==> src/rtl/mux_tree_pkg.sv <==
// rtl/mux_tree_pkg.sv - shared sizing helpers for the pipelined mux tree.
package mux_tree_pkg;

  function automatic int clog2(input int n);
    int r;
    r = 0;
    for (int i = 0; i < 31; i++) begin
      if ((1 << i) < n) r = i + 1;
    end
    return r;
  endfunction

  function automatic int sel_width(input int n_ch);
    return clog2(n_ch);
  endfunction

  function automatic int tree_levels(input int n_ch);
    return clog2(n_ch);
  endfunction

  // Node count at a level: each level halves its inputs, rounding up.
  function automatic int nodes_at(input int n_ch, input int lvl);
    int n;
    n = n_ch;
    for (int i = 0; i <= lvl; i++) n = (n + 1) / 2;
    return n;
  endfunction

  function automatic int inputs_at(input int n_ch, input int lvl);
    return (lvl == 0) ? n_ch : nodes_at(n_ch, lvl - 1);
  endfunction

endpackage

==> src/rtl/mux_tree_node.sv <==
// rtl/mux_tree_node.sv - one registered 2:1 cell of the mux tree.
module mux_tree_node #(
  parameter int W = 8
) (
  input  logic         clk,
  input  logic         rst,
  input  logic         en_i,
  input  logic         sel_i,
  input  logic [W-1:0] i0_i,
  input  logic [W-1:0] i1_i,
  output logic [W-1:0] q_o
);

  logic [W-1:0] q_q;
  logic [W-1:0] q_d;

  assign q_d = sel_i ? i1_i : i0_i;

  always_ff @(posedge clk or posedge rst) begin
    if (rst) begin
      q_q <= '0;
    end else if (en_i) begin
      q_q <= q_d;
    end
  end

  assign q_o = q_q;

endmodule

==> src/rtl/mux_tree_pipe.sv <==
// rtl/mux_tree_pipe.sv - pipelined N:1 mux tree with valid/ready and full stall.
// Optional out-of-range select flag: define MUX_TREE_SEL_ERR_EN.
module mux_tree_pipe
  import mux_tree_pkg::*;
#(
  parameter int N_CH  = 8,
  parameter int W     = 8,
  parameter int SEL_W = sel_width(N_CH)
) (
  input  logic              clk,
  input  logic              rst,
  input  logic              in_valid,
  output logic              in_ready,
  input  logic [N_CH*W-1:0] in_data,
  input  logic [SEL_W-1:0]  in_sel,
  output logic              out_valid,
  input  logic              out_ready,
  output logic [W-1:0]      out_data,
  output logic [SEL_W-1:0]  out_sel
`ifdef MUX_TREE_SEL_ERR_EN
  ,
  output logic              sel_err
`endif
);

  localparam int LEVELS = tree_levels(N_CH);
  localparam int MAXN   = N_CH;

  logic              adv;
  logic [W-1:0]      node_w [LEVELS+1][MAXN];
  logic [LEVELS-1:0] valid_q;
  logic [LEVELS-1:0] valid_d;
  logic [SEL_W-1:0]  sel_q [LEVELS];
  logic [SEL_W-1:0]  sel_d [LEVELS];

  assign out_valid = valid_q[LEVELS-1];
  assign adv       = !out_valid || out_ready;
  assign in_ready  = adv;
  assign out_sel   = sel_q[LEVELS-1];

  for (genvar c = 0; c < N_CH; c++) begin : g_leaf
    assign node_w[0][c] = in_data[c*W +: W];
  end

  for (genvar lv = 0; lv < LEVELS; lv++) begin : g_lvl
    localparam int N_IN  = inputs_at(N_CH, lv);
    localparam int N_OUT = nodes_at(N_CH, lv);
    logic sel_bit;

    // Each level switches on its own select bit, taken from the beat's copy one level up.
    if (lv == 0) begin : g_s0
      assign sel_bit = in_sel[0];
    end else begin : g_sn
      assign sel_bit = sel_q[lv-1][lv];
    end

    for (genvar j = 0; j < MAXN; j++) begin : g_pos
      if (j < N_OUT) begin : g_node
        logic [W-1:0] i1;
        if (2*j + 1 < N_IN) begin : g_pair
          assign i1 = node_w[lv][2*j+1];
        end else begin : g_pad
          assign i1 = '0;
        end
        mux_tree_node #(.W(W)) u_node (
          .clk   (clk),
          .rst   (rst),
          .en_i  (adv),
          .sel_i (sel_bit),
          .i0_i  (node_w[lv][2*j]),
          .i1_i  (i1),
          .q_o   (node_w[lv+1][j])
        );
      end else begin : g_empty
        assign node_w[lv+1][j] = '0;
      end
    end
  end

  always_comb begin
    valid_d = valid_q;
    sel_d   = sel_q;
    if (adv) begin
      valid_d[0] = in_valid;
      sel_d[0]   = in_sel;
      for (int lv = 1; lv < LEVELS; lv++) begin
        valid_d[lv] = valid_q[lv-1];
        sel_d[lv]   = sel_q[lv-1];
      end
    end
  end

  always_ff @(posedge clk or posedge rst) begin
    if (rst) begin
      valid_q <= '0;
      sel_q   <= '{default: '0};
    end else begin
      valid_q <= valid_d;
      sel_q   <= sel_d;
    end
  end

`ifdef MUX_TREE_SEL_ERR_EN
  localparam logic [SEL_W:0] N_CH_V = (SEL_W+1)'(N_CH);

  logic              in_oor;
  logic [LEVELS-1:0] err_q;
  logic [LEVELS-1:0] err_d;

  assign in_oor = ({1'b0, in_sel} >= N_CH_V);

  always_comb begin
    err_d = err_q;
    if (adv) begin
      err_d[0] = in_oor;
      for (int lv = 1; lv < LEVELS; lv++) begin
        err_d[lv] = err_q[lv-1];
      end
    end
  end

  always_ff @(posedge clk or posedge rst) begin
    if (rst) begin
      err_q <= '0;
    end else begin
      err_q <= err_d;
    end
  end

  assign sel_err  = err_q[LEVELS-1];
  assign out_data = err_q[LEVELS-1] ? '0 : node_w[LEVELS][0];
`else
  assign out_data = node_w[LEVELS][0];
`endif

endmodule

==> config.mk <==
export PLATFORM = sky130hd
export DESIGN_NAME = mux_tree_pipe
export DESIGN_NICKNAME = d
export VERILOG_FILES = /design/src/rtl/mux_tree_pkg.sv /design/src/rtl/mux_tree_node.sv /design/src/rtl/mux_tree_pipe.sv
export SDC_FILE = /design/constraint.sdc
export NUM_CORES = 1
export LEC_CHECK = 0
export ABC_AREA = 1
export CORE_MARGIN = 5
export CORE_UTILIZATION = 40
export CTS_CLUSTER_SIZE = 16
export DETAILED_ROUTE_END_ITERATION = 7
export DONT_BUFFER_PORTS = 1
export SETUP_SLACK_MARGIN = 0.2
export SYNTH_ARGS = -nofsm -noshare
export SYNTH_HDL_FRONTEND = slang
export SYNTH_SLANG_ARGS = --single-unit
==> constraint.sdc <==
create_clock -name clk -period 2.4 [get_ports clk]
set_input_delay 0.36 -clock clk [delete_from_list [all_inputs] [get_ports clk]]
set_output_delay 0.36 -clock clk [all_outputs]
set_load 0.01 [all_outputs]
==> flow_summary.ini <==
[worst_setup_path]
startpoint_type = flop
cpPeakStageDelay_ns = 0.45
crit_slowest_cell = dfrtp_1
end_kind = output pin
worst-setup-path-type = reg -> out
arrival_ns = 1.22
required_ns = 2.04
crit_fanout = 26
crit_path_cell_trace = nand2_2
cp_num_buf_inv = 0
path_delay_family = flip-flops

[detailed_routing]
via_per_inst = 4.50
firstDrtPassIters = 4
wl_um = 7340
drt-initial-drc-count = 129
vias = 2810
drc = 0
antenna_left = 0
post_drt_wl_per_cell_um = 11.8

[timing]
fmax_mhz = 632
skew_ns = 0.00713
setup_viol = 0
tightestPinTransition_ns = 0.598
relSlewSlack_pct = 60.1
setup_tns_ns = 0
rsz0062_at_grt = false
final_max_slew_viol_count = 0
period_share_pct = 65.9
fin_hold_ws_ns = 0.140
hold_viol_final = 0
min_period_ns = 1.58

[global_routing]
grt_overflow = 0
grt_max_degree = 69
grt_pass1_wl_um = 12800
antenna_found_initial = 0
track_usage_pct = 14.0
grt_pass1_vias = 2725

[logic_synthesis]
ys.flop_type = dfrtp_1
synth.avg_cell_area_um2 = 6.88
ys_types = 12
synth_nets = 595
synthTopCellsByArea = dfrtp_1 47%, nand2_1 25%, inv_1 12%, nand3_1 7.8%, buf_6 2.5%
synthArstFlopShare_pct = 100
syn_area_um2 = 3600
synthCells = 524
synth_largest_area_cell = dfrtp_1
yosys_warnings = 0
yosys.cell_count.top_type = nand2_1
synth_top_area_share_pct = 47.2
ys_seq_elements = 68
synth_edf_count = 0
seq_area_frac_synth_pct = 47.2
synthTopCellsByCount = 240 x nand2_1, 118 x inv_1, 68 x dfrtp_1

[clock_network]
cts_sinks = 68
numCtsBuffers = 9
htree_levels = 3
cts_buffer_depth = 2
cts_tree = yes
clk_pin_slew_worst_paths_ns = 0.07
insertion_delay_ns = 0.34
cts-root-buf = clkbuf_8

[floorplan]
core-area_um2 = 8760
die_area_um2 = 11000
ios = 84
die_h_um = 105
die_w_um = 105
num_rows = 34
initial_core_util_pct = 41.1

[placed_design]
placed_area_um2 = 3610
place_hpwl_um = 5070
io_buffers = 0
gp_congestion = 0.758

[pwr]
cellPowerDensity_nw_per_um2 = 980
ir_worst_vdd_uv = 272
leakage_uw = 0.00234

[job]
cap_violations = 0

[layout]
n_antenna_cell = 0
drive_gt1_share_pct = 4.65
layout.nets = 584
final_area_um2 = 3790
area_delta_synth_final_pct = 5.28
fill_cells = 939

[hold_path]
hold_path.class = in -> reg

[outcome]
status = completed
kinds of logic (layout without fill, tap and decap cells):
logic type | after synthesis | after routing | synth area share, %
DFF | 68 | 68 | 47.2
and+or+nand+nor | 298 | 298 | 33.3
AOI/OAI and AO/OA | 9 | 9 | 1.25
buffers and inverters | 149 | 141 | 18.3
metrics by stage:
stage	std cells	total power, uW	utilization, %	worst slack, ns
global placement	609	2890	41.2	0.933
global route	624	4080	43.3	0.712
finish	624	3720	43.3	0.819
CTS	624	3770	43.3	0.784
detailed placement	609	2920	41.2	0.889
floorplan	524	2720	-	0.328
path summary, 6_finish.rpt:
kind,start,cells after the start,endpoint,slack [ns]
worst max-delay path,valid_q[2]$_DFFE_PP0P_,1,in_ready,0.82
worst max register to register,valid_q[2]$_DFFE_PP0P_,4,out_sel[2]$_DFFE_PP0P_,0.91
min in group asynchronous,rst,3,g_lvl[0].g_pos[2].g_node.u_node.q_o[4]$_DFFE_PP0P_,0.55
worst min-delay path,in_sel[2],2,sel_q[8]$_DFFE_PP0P_,0.14
max in group asynchronous,rst,3,g_lvl[0].g_pos[0].g_node.u_node.q_o[0]$_DFFE_PP0P_,1.56
worst min register to register,valid_q[1]$_DFFE_PP0P_,2,valid_q[2]$_DFFE_PP0P_,0.46
routing by layer:
| metal | GRT usage, % | vias to the layer above | part of all wire, % |
|---|---|---|---|
| li1 | - | 1476 | - |
| met1 | 19.8 | 1272 | 48 |
| met2 | 21.2 | 56 | 46 |
| met3 | 2.71 | 6 | 4.5 |
| met4 | 5.48 | 0 | 1.1 |
| met5 | 0 | - | 0 |
placed cells by master, fill, tap and decap left out:
cell / count
buf_12: 3
buf_4: 2
clkbuf_8: 12
clkinv_1: 1
clkinv_2: 2
dfrtp_1: 68
dlygate4sd3_1: 1
inv_1: 117
inv_2: 3
nand2_1: 240
nand2_2: 1
nand3_1: 56
nor2_4: 1
o21ai_0: 9
worst reg2reg max path, cell delays in order, from the launching register on:
cell and delay [ns]:
dfrtp_1 0.44, inv_2 0.07, nor2_4 0.47, buf_12 0.28
o21ai_0 0.11
timing repair:
action	in CTS	in global routing
endpoints found under the hold margin	68	0
setup buffers	0	0
gates resized for setup	0	0
hold buffers	1	0
area by class of cell:
type | count | area, um^2 | share of cell area [%]
tap | 108 | 135 | 3.56
timing repair buffer | 6 | 85.1 | 2.24
clock inverter | 2 | 10.0 | 0.264
multi-input combinational | 307 | 1240 | 32.8
inverter | 121 | 454 | 12.0
sequential | 68 | 1700 | 44.8
clock buffer | 12 | 165 | 4.35
registers in the layout, indices dropped and copies added (netlist names):
name                           cells
g_lvl.g_pos.g_node.u_node.q_o     56
sel_q                              4
out_sel                            3
g_lvl.sel_bit                      2
valid_q                            3
report_power, final:
part	switching (uW)	internal, uW	total, uW	leakage, uW
Sequential	308	1560	1870	0.000803
Combinational	649	362	1010	0.00144
Clock	399	445	844	0.0000941
Power figures use the tool's default switching activity.
